### src/rtl/lenet_pkg.sv
// Shared constants and FSM state encoding for the LeNet accelerator layer scheduler.
package lenet_pkg;

    localparam int unsigned NUM_LAYERS  = 6;
    localparam int unsigned DATA_SIZE   = 8;
    localparam int unsigned BW_ADDR_W   = 19;
    localparam int unsigned RES_ADDR_W  = 15;
    localparam int unsigned NUM_CLASSES = 10;
    localparam int unsigned GUARD_CYC   = 2;

    localparam logic [2:0] L_CONV1 = 3'd0;
    localparam logic [2:0] L_POOL1 = 3'd1;
    localparam logic [2:0] L_CONV2 = 3'd2;
    localparam logic [2:0] L_POOL2 = 3'd3;
    localparam logic [2:0] L_FC1   = 3'd4;
    localparam logic [2:0] L_FC2   = 3'd5;

    typedef enum logic [5:0] {
        S_IDLE   = 6'b000001,
        S_LAUNCH = 6'b000010,
        S_RUN    = 6'b000100,
        S_NEXT   = 6'b001000,
        S_ARGMAX = 6'b010000,
        S_DONE   = 6'b100000
    } state_t;

endpackage

### src/rtl/lenet_bram_arbiter.sv
// Combinational routing of the selected layer's BRAM requests onto the shared ports.
module lenet_bram_arbiter #(
    parameter int unsigned NUM_LAYERS = lenet_pkg::NUM_LAYERS,
    parameter int unsigned SEL_W      = 3,
    parameter int unsigned DATA_SIZE  = lenet_pkg::DATA_SIZE,
    parameter int unsigned BW_ADDR_W  = lenet_pkg::BW_ADDR_W,
    parameter int unsigned RES_ADDR_W = lenet_pkg::RES_ADDR_W
) (
    input  logic [SEL_W-1:0]                 sel,
    input  logic                             idle,
    input  logic [NUM_LAYERS-1:0]            bw_ena_i,
    input  logic [NUM_LAYERS*BW_ADDR_W-1:0]  bw_addr_i,
    input  logic [NUM_LAYERS-1:0]            res_ena_i,
    input  logic [NUM_LAYERS-1:0]            res_wea_i,
    input  logic [NUM_LAYERS*RES_ADDR_W-1:0] res_addr_i,
    input  logic [NUM_LAYERS*DATA_SIZE-1:0]  res_din_i,
    output logic                             bw_ena,
    output logic [BW_ADDR_W-1:0]             bw_addr,
    output logic                             res_ena,
    output logic                             res_wea,
    output logic [RES_ADDR_W-1:0]            res_addr,
    output logic [DATA_SIZE-1:0]             res_din
);

    always_comb begin
        bw_ena   = 1'b0;
        bw_addr  = '0;
        res_ena  = 1'b0;
        res_wea  = 1'b0;
        res_addr = '0;
        res_din  = '0;
        if (!idle) begin
            for (int unsigned i = 0; i < NUM_LAYERS; i++) begin
                if (sel == SEL_W'(i)) begin
                    bw_ena   = bw_ena_i[i];
                    bw_addr  = bw_addr_i[i*BW_ADDR_W +: BW_ADDR_W];
                    res_ena  = res_ena_i[i];
                    res_wea  = res_wea_i[i];
                    res_addr = res_addr_i[i*RES_ADDR_W +: RES_ADDR_W];
                    res_din  = res_din_i[i*DATA_SIZE +: DATA_SIZE];
                end
            end
        end
    end

endmodule

### src/rtl/lenet_layer_scheduler.sv
// Sequences the six LeNet layers, shares the BRAM ports and picks the argmax class.
// Optional per-layer cycle counters when LAYER_PERF_EN is defined.
module lenet_layer_scheduler #(
    parameter int unsigned NUM_LAYERS  = lenet_pkg::NUM_LAYERS,
    parameter int unsigned DATA_SIZE   = lenet_pkg::DATA_SIZE,
    parameter int unsigned BW_ADDR_W   = lenet_pkg::BW_ADDR_W,
    parameter int unsigned RES_ADDR_W  = lenet_pkg::RES_ADDR_W,
    parameter int unsigned NUM_CLASSES = lenet_pkg::NUM_CLASSES,
    parameter int unsigned GUARD_CYC   = lenet_pkg::GUARD_CYC
) (
    input  logic                              clk,
    input  logic                              rst,
    input  logic                              start,
    output logic                              busy,
    output logic                              done,
    output logic [NUM_LAYERS-1:0]             layer_en,
    input  logic [NUM_LAYERS-1:0]             layer_finish,
    input  logic [NUM_LAYERS-1:0]             bw_ena_i,
    input  logic [NUM_LAYERS*BW_ADDR_W-1:0]   bw_addr_i,
    input  logic [NUM_LAYERS-1:0]             res_ena_i,
    input  logic [NUM_LAYERS-1:0]             res_wea_i,
    input  logic [NUM_LAYERS*RES_ADDR_W-1:0]  res_addr_i,
    input  logic [NUM_LAYERS*DATA_SIZE-1:0]   res_din_i,
    output logic                              bw_ena,
    output logic [BW_ADDR_W-1:0]              bw_addr,
    output logic                              res_ena,
    output logic                              res_wea,
    output logic [RES_ADDR_W-1:0]             res_addr,
    output logic [DATA_SIZE-1:0]              res_din,
    input  logic [NUM_CLASSES*DATA_SIZE-1:0]  fc2_scores,
    output logic [NUM_CLASSES*DATA_SIZE-1:0]  scores,
    output logic [3:0]                        class_id,
    output logic                              class_valid
`ifdef LAYER_PERF_EN
    ,
    input  logic [2:0]                        perf_sel,
    output logic [31:0]                       perf_cnt
`endif
);

    import lenet_pkg::*;

    localparam int unsigned LW = (NUM_LAYERS > 1) ? $clog2(NUM_LAYERS) : 1;
    localparam int unsigned GW = $clog2(GUARD_CYC + 2);
    localparam int unsigned CW = 4;

    state_t                       state, state_nxt;
    logic [LW-1:0]                cur_layer;
    logic [GW-1:0]                guard;
    logic [CW-1:0]                arg_k;
    logic [CW-1:0]                best_idx;
    logic signed [DATA_SIZE-1:0]  best_val;
    logic signed [DATA_SIZE-1:0]  score_arr [NUM_CLASSES];
    logic                         active, last_layer, arg_last, finish_seen, take;
    logic [CW-1:0]                new_idx;

    assign active      = (state == S_LAUNCH) || (state == S_RUN);
    assign last_layer  = (cur_layer == LW'(NUM_LAYERS - 1));
    assign arg_last    = (arg_k == CW'(NUM_CLASSES - 1));
    assign finish_seen = (guard == '0) && layer_finish[cur_layer];

    // Class 0 occupies the most significant byte of the score vector.
    always_comb begin
        for (int unsigned k = 0; k < NUM_CLASSES; k++)
            score_arr[k] = scores[DATA_SIZE*(NUM_CLASSES-k)-1 -: DATA_SIZE];
    end

    assign take    = (arg_k == '0) || (score_arr[arg_k] > best_val);
    assign new_idx = take ? arg_k : best_idx;

    always_ff @(posedge clk) begin
        if (rst) state <= S_IDLE;
        else     state <= state_nxt;
    end

    always_comb begin
        state_nxt = state;
        busy      = 1'b1;
        done      = 1'b0;
        layer_en  = '0;
        case (state)
            S_IDLE:   begin busy = 1'b0; if (start) state_nxt = S_LAUNCH; end
            S_LAUNCH: state_nxt = S_RUN;
            S_RUN:    if (finish_seen) state_nxt = S_NEXT;
            S_NEXT:   state_nxt = last_layer ? S_ARGMAX : S_LAUNCH;
            S_ARGMAX: if (arg_last) state_nxt = S_DONE;
            S_DONE:   begin busy = 1'b0; done = 1'b1; state_nxt = S_IDLE; end
            default:  begin busy = 1'b0; state_nxt = S_IDLE; end
        endcase
        if (active) layer_en = NUM_LAYERS'(1) << cur_layer;
    end

    always_ff @(posedge clk) begin
        if (rst) begin
            cur_layer   <= '0;
            guard       <= '0;
            arg_k       <= '0;
            best_idx    <= '0;
            best_val    <= '0;
            scores      <= '0;
            class_id    <= '0;
            class_valid <= 1'b0;
        end else begin
            case (state)
                S_IDLE: if (start) begin
                    cur_layer   <= '0;
                    class_valid <= 1'b0;
                end
                S_LAUNCH: guard <= GW'(GUARD_CYC);
                S_RUN:    if (guard != '0) guard <= guard - 1'b1;
                S_NEXT: begin
                    if (last_layer) begin
                        scores <= fc2_scores;
                        arg_k  <= '0;
                    end else begin
                        cur_layer <= cur_layer + 1'b1;
                    end
                end
                S_ARGMAX: begin
                    if (take) begin
                        best_val <= score_arr[arg_k];
                        best_idx <= arg_k;
                    end
                    arg_k <= arg_k + 1'b1;
                    if (arg_last) begin
                        class_id    <= new_idx;
                        class_valid <= 1'b1;
                    end
                end
                default: ;
            endcase
        end
    end

    lenet_bram_arbiter #(
        .NUM_LAYERS (NUM_LAYERS),
        .SEL_W      (LW),
        .DATA_SIZE  (DATA_SIZE),
        .BW_ADDR_W  (BW_ADDR_W),
        .RES_ADDR_W (RES_ADDR_W)
    ) u_arbiter (
        .sel        (cur_layer),
        .idle       (!active),
        .bw_ena_i   (bw_ena_i),
        .bw_addr_i  (bw_addr_i),
        .res_ena_i  (res_ena_i),
        .res_wea_i  (res_wea_i),
        .res_addr_i (res_addr_i),
        .res_din_i  (res_din_i),
        .bw_ena     (bw_ena),
        .bw_addr    (bw_addr),
        .res_ena    (res_ena),
        .res_wea    (res_wea),
        .res_addr   (res_addr),
        .res_din    (res_din)
    );

`ifdef LAYER_PERF_EN
    logic [31:0] perf_reg [NUM_LAYERS];

    always_ff @(posedge clk) begin
        if (rst || (state == S_IDLE && start)) begin
            for (int unsigned i = 0; i < NUM_LAYERS; i++) perf_reg[i] <= '0;
        end else if (active && perf_reg[cur_layer] != '1) begin
            perf_reg[cur_layer] <= perf_reg[cur_layer] + 1'b1;
        end
    end

    always_comb begin
        perf_cnt = '0;
        if (32'(perf_sel) < NUM_LAYERS) perf_cnt = perf_reg[perf_sel];
    end
`endif

endmodule

### config.mk
export PLATFORM = sky130hd
export DESIGN_NAME = lenet_layer_scheduler
export DESIGN_NICKNAME = d
export VERILOG_FILES = /design/src/rtl/lenet_pkg.sv /design/src/rtl/lenet_bram_arbiter.sv /design/src/rtl/lenet_layer_scheduler.sv
export SDC_FILE = /design/constraint.sdc
export NUM_CORES = 1
export LEC_CHECK = 0
export CAP_MARGIN = 20
export CORE_AREA = 3 3 194 196
export CTS_CLUSTER_DIAMETER = 60
export CTS_CLUSTER_SIZE = 25
export DETAILED_ROUTE_END_ITERATION = 10
export DIE_AREA = 0 0 197 199
export SLEW_MARGIN = 20
export SYNTH_ARGS = -nofsm -noshare
export SYNTH_HDL_FRONTEND = slang
export SYNTH_SLANG_ARGS = --single-unit
### constraint.sdc
create_clock -name clk -period 7 [get_ports clk]
set_clock_uncertainty 0.05 [all_clocks]
set_input_delay 1.4 -clock clk [delete_from_list [all_inputs] [get_ports clk]]
set_output_delay 1.4 -clock clk [all_outputs]
set_load 0.005 [all_outputs]
==> out/qor.yml, run 1 <==
die:
  die_x_um: 197
  die_h_um: 199
  ios: 497
  dieArea_mm2: 0.0392
  initial_core_util_pct: 20.1
  design.core.area_mm2: 0.0363
  rows: 70
timing:
  min_period_ns: 5.14
  slew_viol_final: 0
  final-hold-violation-count: 0
  fmax_mhz: 195
  rsz0062_at_grt: "false"
  setup_viol: 0
  fin_crit_sh_pct: 73.4
  tightestPinTransition_ns: 1.08
  tns_ns: 0
  relSlewSlack_pct: 28.2
setup_path:
  worstReg2RegEnd: "best_val[2]$_SDFFE_PP0P_"
  rr_worst_depth: 9
  required_ns: 5.55
  crit_end: "bw_addr[14]"
  timing.rr.start: "arg_k[0]$_SDFFE_PP0P_"
  crit_type: "reg2out"
  end_kind: "output port"
  start_kind: "flip-flop"
  reg2reg_slack_ns: 2.86
  cp_max_fo: 29
  crit_start: "cur_layer[0]$_SDFFE_PP0P_"
  cp_data_arrival_time_ns: 3.69
power:
  ir_drop_v: 0.000161
  clkPwrFrac_pct: 30.1
  switching_power_mw: 0.496
  p_per_area_mw_per_mm2: 135
  p_sw_share_pct: 28.5
  power_frac_comb_pct: 32.0
  intPower_mw: 1.24
  total_power_mw: 1.74
  leakage_nw: 4.57
  pwr-share-seq_pct: 37.9
clocking:
  clk_transition_reported_paths_ns: 0.08
  cts_tree: "yes"
  clk_path_buf_depth: 2
  cts_setup_buffers: 0
  htree_num_levels: 3
  cts.repair.resized: 0
  root_buffer: "clkbuf_16"
  clk_latency_ns: 0.35
  cts_hold_buf: 0
  cts_buffers: 9
  cts_sinks: 112
place:
  post_dp_cell_area_mm2: 0.0126
  dp_hpwl_mm: 30.0
  gp_congestion: 0.899
  port_buffers: 496
  post-place-cells: 1838
cells_and_area:
  seq_area_mm2: 0.00224
  final_cells: 1859
  multi_input_area_mm2: 0.00464
  drive_gt1_share_pct: 4.76
  fill_cells: 3753
  nNetsFinal: 1757
  areaGrowthSynthToFinish_pct: 76.6
  fin_area_mm2: 0.0129
route:
  via_count: 8961
  drcViolationCount: 0
  drt_iter0_drc: 535
  drt_first_pass_iters: 5
  totalWireLength_mm: 38.5
  via_per_inst: 4.82
  wl_per_cell_um: 20.7
  drtAntennaViolNets: 0
synth:
  ys_types: 51
  yosysWarnings: 0
  avgSynthCellArea_um2: 7.66
  ys_async_sr_fraction_pct: 0
  netlist_area_mm2: 0.00730
  synth_fp_nets: 1328
  seq_area_frac_synth_pct: 30.7
  synth_seq_cells: 112
  syn_inst: 952
  synth_edf_count: 0
  synth-main-ff-cell: "dfxtp_1"
worst_hold_path:
  worstHoldPathType: "reg2reg"
grt:
  grt_pass1_wl_mm: 54.9
  grt_pass1_vias: 8696
  grt_use_total_pct: 18.3
  grt_overflow: 0
  grt_max_degree: 92
  antenna_found_initial: 5
run:
  cap_violations: 0
run_status:
  status: "finished clean"
worst max-delay path, stage by stage, from the launching register on:
cell             delay (ns)
dfxtp_1                0.45
ha_1                   0.48
nor2b_4                0.55
buf_4                  0.44
a22oi_1                0.22
a211o_1                0.36
a21oi_1                0.17
a221o_1                0.13
clkdlybuf4s50_1        0.52
how the worst min path moves through the flow:
stage               cells after the start                startpoint                        to
floorplan                               2     guard[0]$_SDFFE_PP0P_     guard[0]$_SDFFE_PP0P_
global placement                        2    scores[6]$_SDFFE_PP0P_    scores[6]$_SDFFE_PP0P_
detailed placement                      2   scores[66]$_SDFFE_PP0P_   scores[66]$_SDFFE_PP0P_
CTS                                     2  best_val[7]$_SDFFE_PP0P_  best_val[7]$_SDFFE_PP0P_
global route                            2   scores[18]$_SDFFE_PP0P_   scores[18]$_SDFFE_PP0P_
finish                                  2  best_val[7]$_SDFFE_PP0P_  best_val[7]$_SDFFE_PP0P_
area by class of cell:
| type | instances | area share [%] |
|---|---|---|
| diodes | 5 | 0.0971 |
| clock buffers | 9 | 1.75 |
| repair buffers | 505 | 39.1 |
| multi-input cells | 735 | 36.0 |
| flip-flops and latches | 112 | 17.4 |
| well taps | 468 | 4.54 |
| inverters | 18 | 0.524 |
| clock inverters | 7 | 0.553 |
cell families after synthesis:
logic type	share of synthesized area [%]
adder cells (fa/ha/maj)	2.91
multiplexers	8.26
AO/OA/AOI/OAI	29.6
buffers and inverters	6.34
XOR/XNOR	0.240
flip-flops	30.7
AND/OR/NAND/NOR	21.9
per-stage QoR:
stage               hold slack [ns]  utilization [%]  setup WS [ns]
global route                  0.438             35.5           1.66
CTS                           0.425             35.5           1.79
detailed placement            0.414             34.7           1.98
finish                        0.421             35.5           1.86
global placement              0.403             34.7           1.97
floorplan                     0.395                -           3.53
cell usage in the layout (no fill, tap or decap), types with 3 or more instances in the layout:
master / n
inv_8: 3
clkdlybuf4s50_1: 495
buf_4: 9
nor2_1: 69
mux2_2: 8
a221o_1: 44
nor3_1: 3
nand3_1: 12
a211o_1: 45
a211oi_1: 3
nand3b_1: 3
mux2i_1: 13
clkbuf_16: 9
nor2b_1: 3
and3_1: 6
diode_2: 5
nand4_1: 5
dfxtp_1: 111
nor4_1: 3
o32ai_1: 3
nand2_1: 216
o21bai_1: 3
o21ai_0: 11
nand2b_1: 24
inv_1: 17
a21oi_1: 137
a22oi_1: 54
ha_1: 16
mux4_2: 17
per-layer routing:
metal | vias up | wire [µm] | share of wire (%) | global-route usage (%)
met2 | 420 | 18400 | 48 | 31.8
li1 | 4311 | - | - | -
met1 | 4195 | 15400 | 40 | 21.5
met3 | 35 | 3780 | 9.8 | 6.20
met5 | - | 0 | 0 | 0
met4 | 0 | 849 | 2.2 | 5.68
registers in the layout, summed over array words and instances, names as in the netlist:
| name | count |
|---|---|
| arg_k | 4 |
| best_idx | 4 |
| best_val | 8 |
| class_id | 4 |
| class_valid | 1 |
| cur_layer | 3 |
| guard | 2 |
| scores | 80 |
| state | 6 |
cells in the mapped netlist (all sizes together), types with 3 or more instances:
cell	number	area [µm²]
nor4	3	18.8
a21oi	137	686
a31oi	3	25.0
or4	3	26.3
a221o	44	440
clkbuf	56	210
buf	30	176
nand3b	3	22.5
o32ai	3	26.3
nor2b	5	31.3
nand2	217	815
o21bai	3	22.5
nand4	5	31.3
nor3	4	31.3
mux2	8	90.1
dfxtp	112	2240
o21ai	11	55.1
a211oi	3	22.5
nand2b	25	156
nor2	69	259
mux4	17	383
a22oi	54	405
mux2i	13	130
inv	17	63.8
nor3b	3	27.5
a211o	45	394
nand3	12	60.1
ha	17	213
and3	7	43.8
power groups by stage:
stage / sequential [mW] / clock (mW) / combinational [mW]
final: 0.659 / 0.525 / 0.557
after CTS: 0.659 / 0.538 / 0.557
after global routing: 0.660 / 0.563 / 0.591
after detailed placement: 0.674 / 0 / 0.553
after global placement: 0.673 / 0 / 0.551
after floorplan: 0.670 / 0 / 0.216
Note: power is estimated with default switching activity, not from simulation.
==> inputs of run 2 (changes only) <==
--- a/config.mk
+++ b/config.mk
@@ -6,11 +6,11 @@
 export NUM_CORES = 1
 export LEC_CHECK = 0
 export CAP_MARGIN = 20
-export CORE_AREA = 3 3 194 196
+export CORE_AREA = 3 3 193 195
 export CTS_CLUSTER_DIAMETER = 60
 export CTS_CLUSTER_SIZE = 25
 export DETAILED_ROUTE_END_ITERATION = 10
-export DIE_AREA = 0 0 197 199
+export DIE_AREA = 0 0 196 198
 export SLEW_MARGIN = 20
 export SYNTH_ARGS = -nofsm -noshare
 export SYNTH_HDL_FRONTEND = slang
==> constraint.sdc (replaced) <==
create_clock -name clk -period 4.4 [get_ports clk]
set_clock_uncertainty 0.05 [all_clocks]
set_input_delay 0.88 -clock clk [delete_from_list [all_inputs] [get_ports clk]]
set_output_delay 0.88 -clock clk [all_outputs]
set_load 0.005 [all_outputs]
==> run 2 against run 1 <==
Clock-buffer cell count grew 2. Sequential cell count stayed put. Setup slack got worse by 1.6 ns. Sequential share of layout area fell by 0.18 points. Register-to-register slack got worse by 1.9 ns. Global-route usage fell by 0.43 points. Non-clock buffer count grew 13. Cell count grew 0.11%. Clock power increased by 68%. Critical path depth did not move. Critical endpoint is now res_addr[10]. Largest power group unchanged. Highest routed layer unchanged.
==> out/qor.yml, run 2 (synthesis results as in run 1) <==
place:
  place_ws_ns: 0.632  # -1.35 ns
  post-place-cells: 1844  # +0.33%
  dp_hpwl_mm: 29.3  # -2.2%
  post_dp_cell_area_mm2: 0.0127  # +1.0%
  gp_congestion: 0.883  # -1.8%
  port_buffers: 496  # unchanged
power:
  total_power_mw: 2.81  # +62%
  leakage_nw: 4.65  # +1.8%
  ir_drop_v: 0.000175  # +9.1%
  p_per_area_mw_per_mm2: 216  # +60%
die:
  initial_core_util_pct: 20.5  # +0.39 points
  design.core.area_mm2: 0.0356  # -1.9%
  rows: 69  # -1.4%
  die_x_um: 196  # -0.51%
  die_h_um: 198  # -0.50%
  ios: 497  # unchanged
  dieArea_mm2: 0.0388  # -1.0%
grt:
  grt_use_total_pct: 17.9  # -0.43 points
  grt_overflow: 0  # unchanged
  grt_pass1_vias: 8796  # +1.1%
  antenna_found_initial: 2  # -3
  grt_pass1_wl_mm: 54.6  # -0.49%
  grt_max_degree: 90  # -2.2%
timing:
  setup_viol: 0  # unchanged
  min_period_ns: 4.15
  whs_ns: 0.417  # -0.00404 ns
  setup_slack_ns: 0.246  # -1.61 ns
  slew_viol_final: 0  # unchanged
  fin_crit_sh_pct: 94.4
  tightestPinTransition_ns: 0.922  # -0.155 ns
  relSlewSlack_pct: 38.5  # +10 points
  rsz0062_at_grt: "false"
  final-hold-violation-count: 0  # unchanged
  fmax_mhz: 241
  tns_ns: 0  # unchanged
cells_and_area:
  areaGrowthSynthToFinish_pct: 78.4
  final_cell_mix: "clkdlybuf4s50_1, nand2_1, a21oi_1"
  largest_reg_flops: 80  # unchanged
  seq_area_mm2: 0.00224  # unchanged
  final_cells: 1861  # +0.11%
  fin_area_mm2: 0.0130  # +1.0%
  fill_cells: 3700  # -1.4%
  multi_input_area_mm2: 0.00464  # unchanged
  layout_commonest_cell: "clkdlybuf4s50_1"
  regMostFlops: "scores"
  postLayoutCoreUtil_pct: 36.6  # +1.1 points
  reg_top3: "scores: 80 flops, best_val: 8 flops, state: 6 flops"
  drive_gt1_share_pct: 5.44  # +0.67 points
  nNetsFinal: 1770  # +0.74%
setup_path:
  start_kind: "flip-flop"
  crit_chain: "ha_1 -> nor2b_4 -> buf_12 -> a22oi_1 -> a211o_1 -> a21oi_1 -> a221o_1 -> clkdlybuf4s50_1"
  cp_max_fo: 28  # -3.4%
  cp_data_arrival_time_ns: 3.22  # -0.47 ns
  worst-path-buf-inv: 2  # unchanged
  critPathTopFamily: "compound AO/OA/AOI/OAI gates"
  end_kind: "output port"
  slowest_stage: "clkdlybuf4s50_1"
  crit_type: "reg2out"
  required_ns: 3.47  # -2.08 ns
  cpPeakStageDelay_ns: 0.52  # -0.03 ns
clocking:
  htree_num_levels: 3  # unchanged
  cts_setup_buffers: 0  # unchanged
  cts_sinks: 112  # unchanged
  root_buffer: "clkbuf_16"
  cts_buffers: 9  # unchanged
  cts.repair.resized: 0  # unchanged
  clk_transition_reported_paths_ns: 0.07  # about the same
  clk_latency_ns: 0.35  # about the same
  cts_hold_buf: 0  # unchanged
  cts_tree: "yes"
  clk_path_buf_depth: 2  # unchanged
route:
  drcViolationCount: 0  # unchanged
  drt_iter0_drc: 419  # -22%
  drt_first_pass_iters: 7  # +2
  via_per_inst: 4.85  # +0.71%
  drtAntennaViolNets: 0  # unchanged
  via_count: 9034  # +0.81%
  wl_per_cell_um: 20.1  # -3.0%
  totalWireLength_mm: 37.4  # -2.9%
worst_hold_path:
  worstHoldPathType: "reg2reg"
run:
  cap_violations: 0  # unchanged
run_status:
  status: "finished clean"
-- run 2: worst paths after layout --
check,depth (start not counted),end,slack (ns),start
worst max register to register,10,class_id[2]$_SDFFE_PP0P_,0.96,arg_k[0]$_SDFFE_PP0P_
worst min register to register,2,scores[26]$_SDFFE_PP0P_,0.42,scores[26]$_SDFFE_PP0P_
worst min-delay path,2,scores[26]$_SDFFE_PP0P_,0.42,scores[26]$_SDFFE_PP0P_
worst max-delay path,8,res_addr[10],0.25,cur_layer[0]$_SDFFE_PP0P_
-- run 2: worst reg2reg max path, cell delays in order (launching register included) --
cell	delay, ns
dfxtp_2	0.45
buf_4	0.26
mux4_2	0.57
a22oi_1	0.29
o21ai_0	0.17
ha_1	0.34
and4_1	0.24
nand2b_1	0.08
and3_1	0.22
or4_1	0.54
a21oi_1	0.15
-- run 2: area by class of cell --
type,instances,area share [%]
antenna,2,0.0384
clock buffer,11,1.79
clock inverter,4,0.596
inverter,18,0.519
multi-input combinational,735,35.6
sequential,112,17.2
tap,461,4.43
timing repair buffer,518,39.8
-- run 2: power breakdown --
part | switching (mW) | internal (mW) | total [mW] | leakage [nW]
logic | 0.321 | 0.562 | 0.883 | 3.60
registers | 0.0204 | 1.03 | 1.05 | 0.903
clock network | 0.382 | 0.502 | 0.884 | 0.151
-- run 2: per-layer routing --
layer	wire, µm	track usage, %	part of all wire [%]
met5	0	0	0
met2	18500	32.4	49
met4	725	4.62	1.9
met3	3740	6.02	10
met1	14400	20.3	39
==> inputs of run 3 (changes only) <==
--- a/config.mk
+++ b/config.mk
@@ -11,7 +11,6 @@
 export CTS_CLUSTER_SIZE = 25
 export DETAILED_ROUTE_END_ITERATION = 10
 export DIE_AREA = 0 0 196 198
-export SLEW_MARGIN = 20
 export SYNTH_ARGS = -nofsm -noshare
 export SYNTH_HDL_FRONTEND = slang
 export SYNTH_SLANG_ARGS = --single-unit
==> results of run 3 <==
Same layout as run 2: the final DEF is identical, and so are final timing and power.
